### config.mk
export PLATFORM = sky130hd
export DESIGN_NAME = regfile_mp
export DESIGN_NICKNAME = d
export VERILOG_FILES = /design/src/rtl/regfile_mp.sv
export SDC_FILE = /design/constraint.sdc
export NUM_CORES = 2
export LEC_CHECK = 0
export CORE_MARGIN = 10
export CORE_UTILIZATION = 25
export CTS_CLUSTER_SIZE = 12
export DETAILED_ROUTE_END_ITERATION = 12
export HOLD_SLACK_MARGIN = 0.15
export PLACE_DENSITY = 0.38
export SLEW_MARGIN = 40
export SYNTH_ARGS = -nofsm -noshare
export SYNTH_HDL_FRONTEND = slang
export SYNTH_SLANG_ARGS = --single-unit
### constraint.sdc
create_clock -name clk -period 4.5 [get_ports clk]
set_input_delay 1.125 -clock clk [delete_from_list [all_inputs] [get_ports clk]]
set_output_delay 1.125 -clock clk [all_outputs]
set_load 0.01 [all_outputs]
### src/rtl/regfile_mp.sv
// ---------------------------------------------------------------------------
// regfile_mp -- multi-read-port register file with sequential clear engine.
//
// A DEPTH x DATA_WIDTH register array with NUM_RD combinational read ports,
// one synchronous write port, a non-bypassing debug read port and a
// two-state clear engine that zeroes the array one entry per cycle.
//
// Ports
//   clk         : clock, all state updates on the rising edge
//   i_rst_n     : asynchronous active-low reset (zeroes array, idles FSM)
//   i_raddr     : packed read addresses, port k at [k*ADDR_WIDTH +: ADDR_WIDTH]
//   o_rdata     : packed read data,      port k at [k*DATA_WIDTH +: DATA_WIDTH]
//   i_waddr     : write address
//   i_wdata     : write data
//   i_wen       : write enable (ignored while busy)
//   i_clr       : one-cycle request to start a sequential clear
//   o_busy      : high exactly while the clear FSM is in CLEAR
//   i_dbg_addr  : debug read address
//   o_dbg_data  : debug read data (array contents only, never forwarded)
//
// Handshake: there is no valid/ready pairing. A write is taken at a rising
// edge whenever i_wen=1 and o_busy=0; i_clr is sampled only when o_busy=0,
// and o_busy itself is the observable FSM state (1 = CLEAR, 0 = IDLE).
// ---------------------------------------------------------------------------
module regfile_mp #(
    parameter int DATA_WIDTH = 32,
    parameter int ADDR_WIDTH = 5,
    parameter int NUM_RD     = 2,
    parameter int BYPASS     = 1,
    parameter int ZERO_REG   = 1
) (
    input  logic                           clk,
    input  logic                           i_rst_n,
    input  logic [NUM_RD*ADDR_WIDTH-1:0]   i_raddr,
    output logic [NUM_RD*DATA_WIDTH-1:0]   o_rdata,
    input  logic [ADDR_WIDTH-1:0]          i_waddr,
    input  logic [DATA_WIDTH-1:0]          i_wdata,
    input  logic                           i_wen,
    input  logic                           i_clr,
    output logic                           o_busy,
    input  logic [ADDR_WIDTH-1:0]          i_dbg_addr,
    output logic [DATA_WIDTH-1:0]          o_dbg_data
);

    localparam int DEPTH = 2 ** ADDR_WIDTH;

    typedef enum logic {
        S_IDLE  = 1'b0,
        S_CLEAR = 1'b1
    } state_t;

    state_t                  state, state_nxt;
    logic [ADDR_WIDTH-1:0]   cnt, cnt_nxt;
    logic                    cnt_last;
    logic                    wr_fire;
    logic                    fwd_en;
    logic [DATA_WIDTH-1:0]   mem [DEPTH];

    // True when the address names the hardwired-zero register.
    function automatic logic is_zero_reg(input logic [ADDR_WIDTH-1:0] a);
        return (ZERO_REG != 0) && (a == '0);
    endfunction

    // ------------------------------------------------------------------
    // Clear FSM
    // ------------------------------------------------------------------
    assign cnt_last = (cnt == {ADDR_WIDTH{1'b1}});
    assign o_busy   = (state == S_CLEAR);

    always_comb begin
        state_nxt = state;
        cnt_nxt   = cnt;
        case (state)
            S_IDLE: begin
                if (i_clr) begin
                    state_nxt = S_CLEAR;
                    cnt_nxt   = '0;
                end
            end
            S_CLEAR: begin
                // Counter wraps naturally from DEPTH-1 back to 0.
                cnt_nxt = cnt + 1'b1;
                if (cnt_last) begin
                    state_nxt = S_IDLE;
                end
            end
            default: begin
                state_nxt = S_IDLE;
                cnt_nxt   = '0;
            end
        endcase
    end

    always_ff @(posedge clk or negedge i_rst_n) begin
        if (!i_rst_n) begin
            state <= S_IDLE;
            cnt   <= '0;
        end else begin
            state <= state_nxt;
            cnt   <= cnt_nxt;
        end
    end

    // ------------------------------------------------------------------
    // Storage. Each entry is its own register so the whole array can be
    // zeroed asynchronously; the clear engine has priority over writes,
    // though writes are already blocked while busy.
    // ------------------------------------------------------------------
    assign wr_fire = i_wen && !o_busy && !is_zero_reg(i_waddr);

    for (genvar g = 0; g < DEPTH; g++) begin : g_ent
        logic [DATA_WIDTH-1:0] q;

        always_ff @(posedge clk or negedge i_rst_n) begin
            if (!i_rst_n) begin
                q <= '0;
            end else if (o_busy && (cnt == ADDR_WIDTH'(g))) begin
                q <= '0;
            end else if (wr_fire && (i_waddr == ADDR_WIDTH'(g))) begin
                q <= i_wdata;
            end
        end

        assign mem[g] = q;
    end

    // ------------------------------------------------------------------
    // Read ports. Forwarding is gated by reset so that an i_wen held high
    // during reset cannot leak i_wdata onto the read bus.
    // ------------------------------------------------------------------
    assign fwd_en = (BYPASS != 0) && wr_fire && i_rst_n;

    always_comb begin
        o_rdata = '0;
        for (int k = 0; k < NUM_RD; k++) begin
            logic [ADDR_WIDTH-1:0] ra;
            logic [DATA_WIDTH-1:0] rv;
            ra = i_raddr[k*ADDR_WIDTH +: ADDR_WIDTH];
            rv = is_zero_reg(ra) ? '0 : mem[ra];
            if (fwd_en && (ra == i_waddr)) begin
                rv = i_wdata;
            end
            o_rdata[k*DATA_WIDTH +: DATA_WIDTH] = rv;
        end
    end

    assign o_dbg_data = is_zero_reg(i_dbg_addr) ? '0 : mem[i_dbg_addr];

endmodule

==> results.md <==
- Starting DRT DRC Count: between 7k and 8k
- DRT Pass-1 Iters: 6
- Largest family of logic cells by synthesized area: multiplexers
- Internal Power: 19.18 mW
- Tcrit/Tclk final: 1.023
- Global-route wire length before repair: between 500 and 600 mm
- Mux cell area share after synthesis: 0.2873
- H-tree depth: 3
- Starting density of the core: 0.2511
- Post-Layout Cell Count: 10.60k
- Crit path time final: ~4.6 ns
- Clk pwr share: 0.385
- Max-cap viol count: 0
- Vias in the first global route: 59.17k
- Mapped Cells: 6634
- Fin util: 0.3197
- Total Wirelength: 387.9 mm
- Port bufs: 152
- Share of cells above drive strength 1: 0.2893
- Synth Area in Compound Gates: 0.1257
- WS Path Type: primary input to output port
- Most numerous cell in the Yosys netlist: nand2_1
- Most frequent cells after synthesis: 2070 x nand2_1, 1048 x a21oi_1, 1030 x dfrtp_1
- Combinational share of power: 0.242
- Number of synthesized flops with an enable pin: 0
- Max Freq: 217.3 MHz
- Area contributors post-synth: dfrtp_1 39%, mux4_2 24%, nand2_1 12%
- Failing checks: setup timing
- WP data arrival: 3.48 ns
- Final setup fails: 19
- Cell area after synthesis: 0.06593 sq mm
- Worst min path class: flop to flop
- Largest net degree at the start of global routing: 145
- Final Hold Fails: 0
- GR Overflow Total: 0
- Nets: 7038
- Final Wtd Congestion: ~0.95
- Rows: approximately 190
- Yosys top cell area share: 0.3909
- Critical path launch point type: primary input
- Peak VDD IR: 0.0003351 V
- Clock Sinks: around 1k
- Power per cell area: 343.5 mW/mm^2
- Vias per cell: 5.765
- Area delta synth->final: 27.30%
- Cell Area, Placed: 0.07701 sq mm
- Core Area: 0.2625 sq mm
- Placed Instances: 10.28k
- Setup ws final: -0.1016 ns
- Finished Cell Area: between 0.08 and 0.09 sq mm
- Antenna viol nets, final: 0
- Post-synth top area cell: dfrtp_1
- Routed vias: 61.10k
- Switching Share: 0.3348
- Main synth FF type: dfrtp_1
- Maximum fanout along the worst path: 10
- NetSw: 9.653 mW
- Unrepaired setup endpoints after global routing: yes
- Fin. max-slew vios: 0
- Synth Area in XOR/XNOR: 0.001461
- Register area share after synthesis: 0.3909
- CTS Buffer Depth: 3
- CTS Buf Count: 121
- Slew headroom: 0.3760
- GRT Total Usage: 0.2615
- DRC Markers: 0
- Setup Skew: ~0.027 ns
- Detailed Place HPWL: 255.1 mm
- Root buf cell: clkbuf_16
- Yosys warns: 0
- Syn nets: 6696
- Adder-cell share of the synthesized area: 0.001139
- CTS tree: built
- Syn Area/Cell: 9.938 sq um
- Post-Synth Simple-Gate Area: 0.1411
- Die ar.: about 0.28 sq mm
- Worst-Margin Slew: approximately 0.94 ns
- Count of different cell masters after synthesis: 51
- Clock-pin slew on the worst setup and hold paths: 0.06 ns
- FF+latch count, synth: a little over 1k
- Die width: 533.5 microns
- Lkg Pwr: around 34 nW
- Ports: 153
- Worst Path Required: 3.38 ns
- Asr flop ratio synth: 1.000
- Status: finished, violations left
- Antenna violations before repair: 17
- Sequential power share: 0.374
- Setup TNS: -0.5853 ns
- Clock latency at the later pin of the worst-skew pair: around 0.78 ns
- Drt wl/cell: approximately 37 microns
- Worst Setup End Kind: output port
- Die Ht: approximately 530 microns
## through the flow
stage	worst slack, ns	hold WS [ns]	power (mW)
after floorplan	0.5936	0.4845	13.84
after global placement	-1.504	0.5096	17.31
after detailed placement	-1.036	0.5152	17.43
after CTS	-0.2231	0.5325	28.74
after global routing	-0.08210	0.5495	29.60
final	-0.1016	0.5333	28.83
## logic make-up after synthesis
| logic type | count (synthesis) |
|---|---|
| compound gates | 1469 |
| xor+xnor | 11 |
| fa+ha+maj | 6 |
| buf+inv | 773 |
| flops | 1030 |
| mux | 1008 |
| simple gates | 2337 |
## power by group through the flow
stage / sequential, mW / combinational (mW) / clock, mW
after floorplan: 10.6 / 3.26 / 0
after global placement: 10.9 / 6.43 / 0
after detailed placement: 10.9 / 6.52 / 0
after CTS: 10.7 / 6.73 / 11.3
after global routing: 10.9 / 7.15 / 11.6
final: 10.8 / 6.96 / 11.1
## metal layers
metal  GRT usage  wire length (microns)
met1      0.3375                 152900
met5           0                     72
met2      0.4058                 174400
met4      0.1322                  23680
met3     0.06646                  36750
## state kept, by name (all words and copies together) (netlist names)
register / cells
o_busy: 1
g_ent.q: 1024
cnt: 5
## worst paths after layout
path,start,end,slack [ns],cells past startpoint
worst max-delay path,i_dbg_addr[0],o_dbg_data[23],-0.10,9
worst min-delay path,g_ent[0].q[10]$_DFFE_PN0P_,g_ent[0].q[10]$_DFFE_PN0P_,0.53,1
worst max register to register,cnt[2]$_DFFE_PN0P_,g_ent[6].q[28]$_DFFE_PN0P_,1.59,5
worst min register to register,g_ent[0].q[10]$_DFFE_PN0P_,g_ent[0].q[10]$_DFFE_PN0P_,0.53,1
max in group asynchronous,i_rst_n,g_ent[23].q[3]$_DFFE_PN0P_,2.15,5
min in group asynchronous,i_rst_n,g_ent[7].q[10]$_DFFE_PN0P_,0.72,3
## cells in the final DEF (no fill, tap or decap), types with 25 or more instances in the layout
cell             count
buf_6               30
nor4_4              26
a32o_1              25
nor2_4              28
inv_1               26
buf_16              33
nand2_2             32
a22oi_1             88
buf_12             196
clkdlybuf4s50_1     33
mux4_2             699
nand2_1           2035
o22ai_2             30
o21ai_1             32
o22ai_1             85
buf_4              534
clkbuf_16          127
clkbuf_8            39
a21oi_1           1040
nor2b_1             29
and2_1              32
mux2i_1            286
dfrtp_1           1030
nand3_1             44
dlygate4sd2_1       65
## repair_timing
action	4_1_cts	5_1_grt
hold buffers	0	0
setup endpoints to repair	96	53
gates cloned	9	3
buffers inserted	42	33
gates resized for setup	390	99
pin swaps	36	25
## critical path, cell delays in order
cell           delay (ns)
buf_16               0.13
buf_12               0.15
buf_12               0.17
buf_4                0.16
mux4_2               0.55
mux4_2               0.62
nand2_1              0.12
o21ai_1              0.11
dlygate4sd2_1        0.31
## final cells by class
type | count | area, sq um
multi-input cells | 4831 | 38390
fillers | 26710 | 178600
clock buffers | 181 | 3697
flip-flops and latches | 1030 | 25770
clock inverters | 46 | 665.6
diodes | 3 | 7.507
inverters | 39 | 157.7
repair buffers | 953 | 10840
well taps | 3515 | 4398
(Power assumes the default switching activity.)
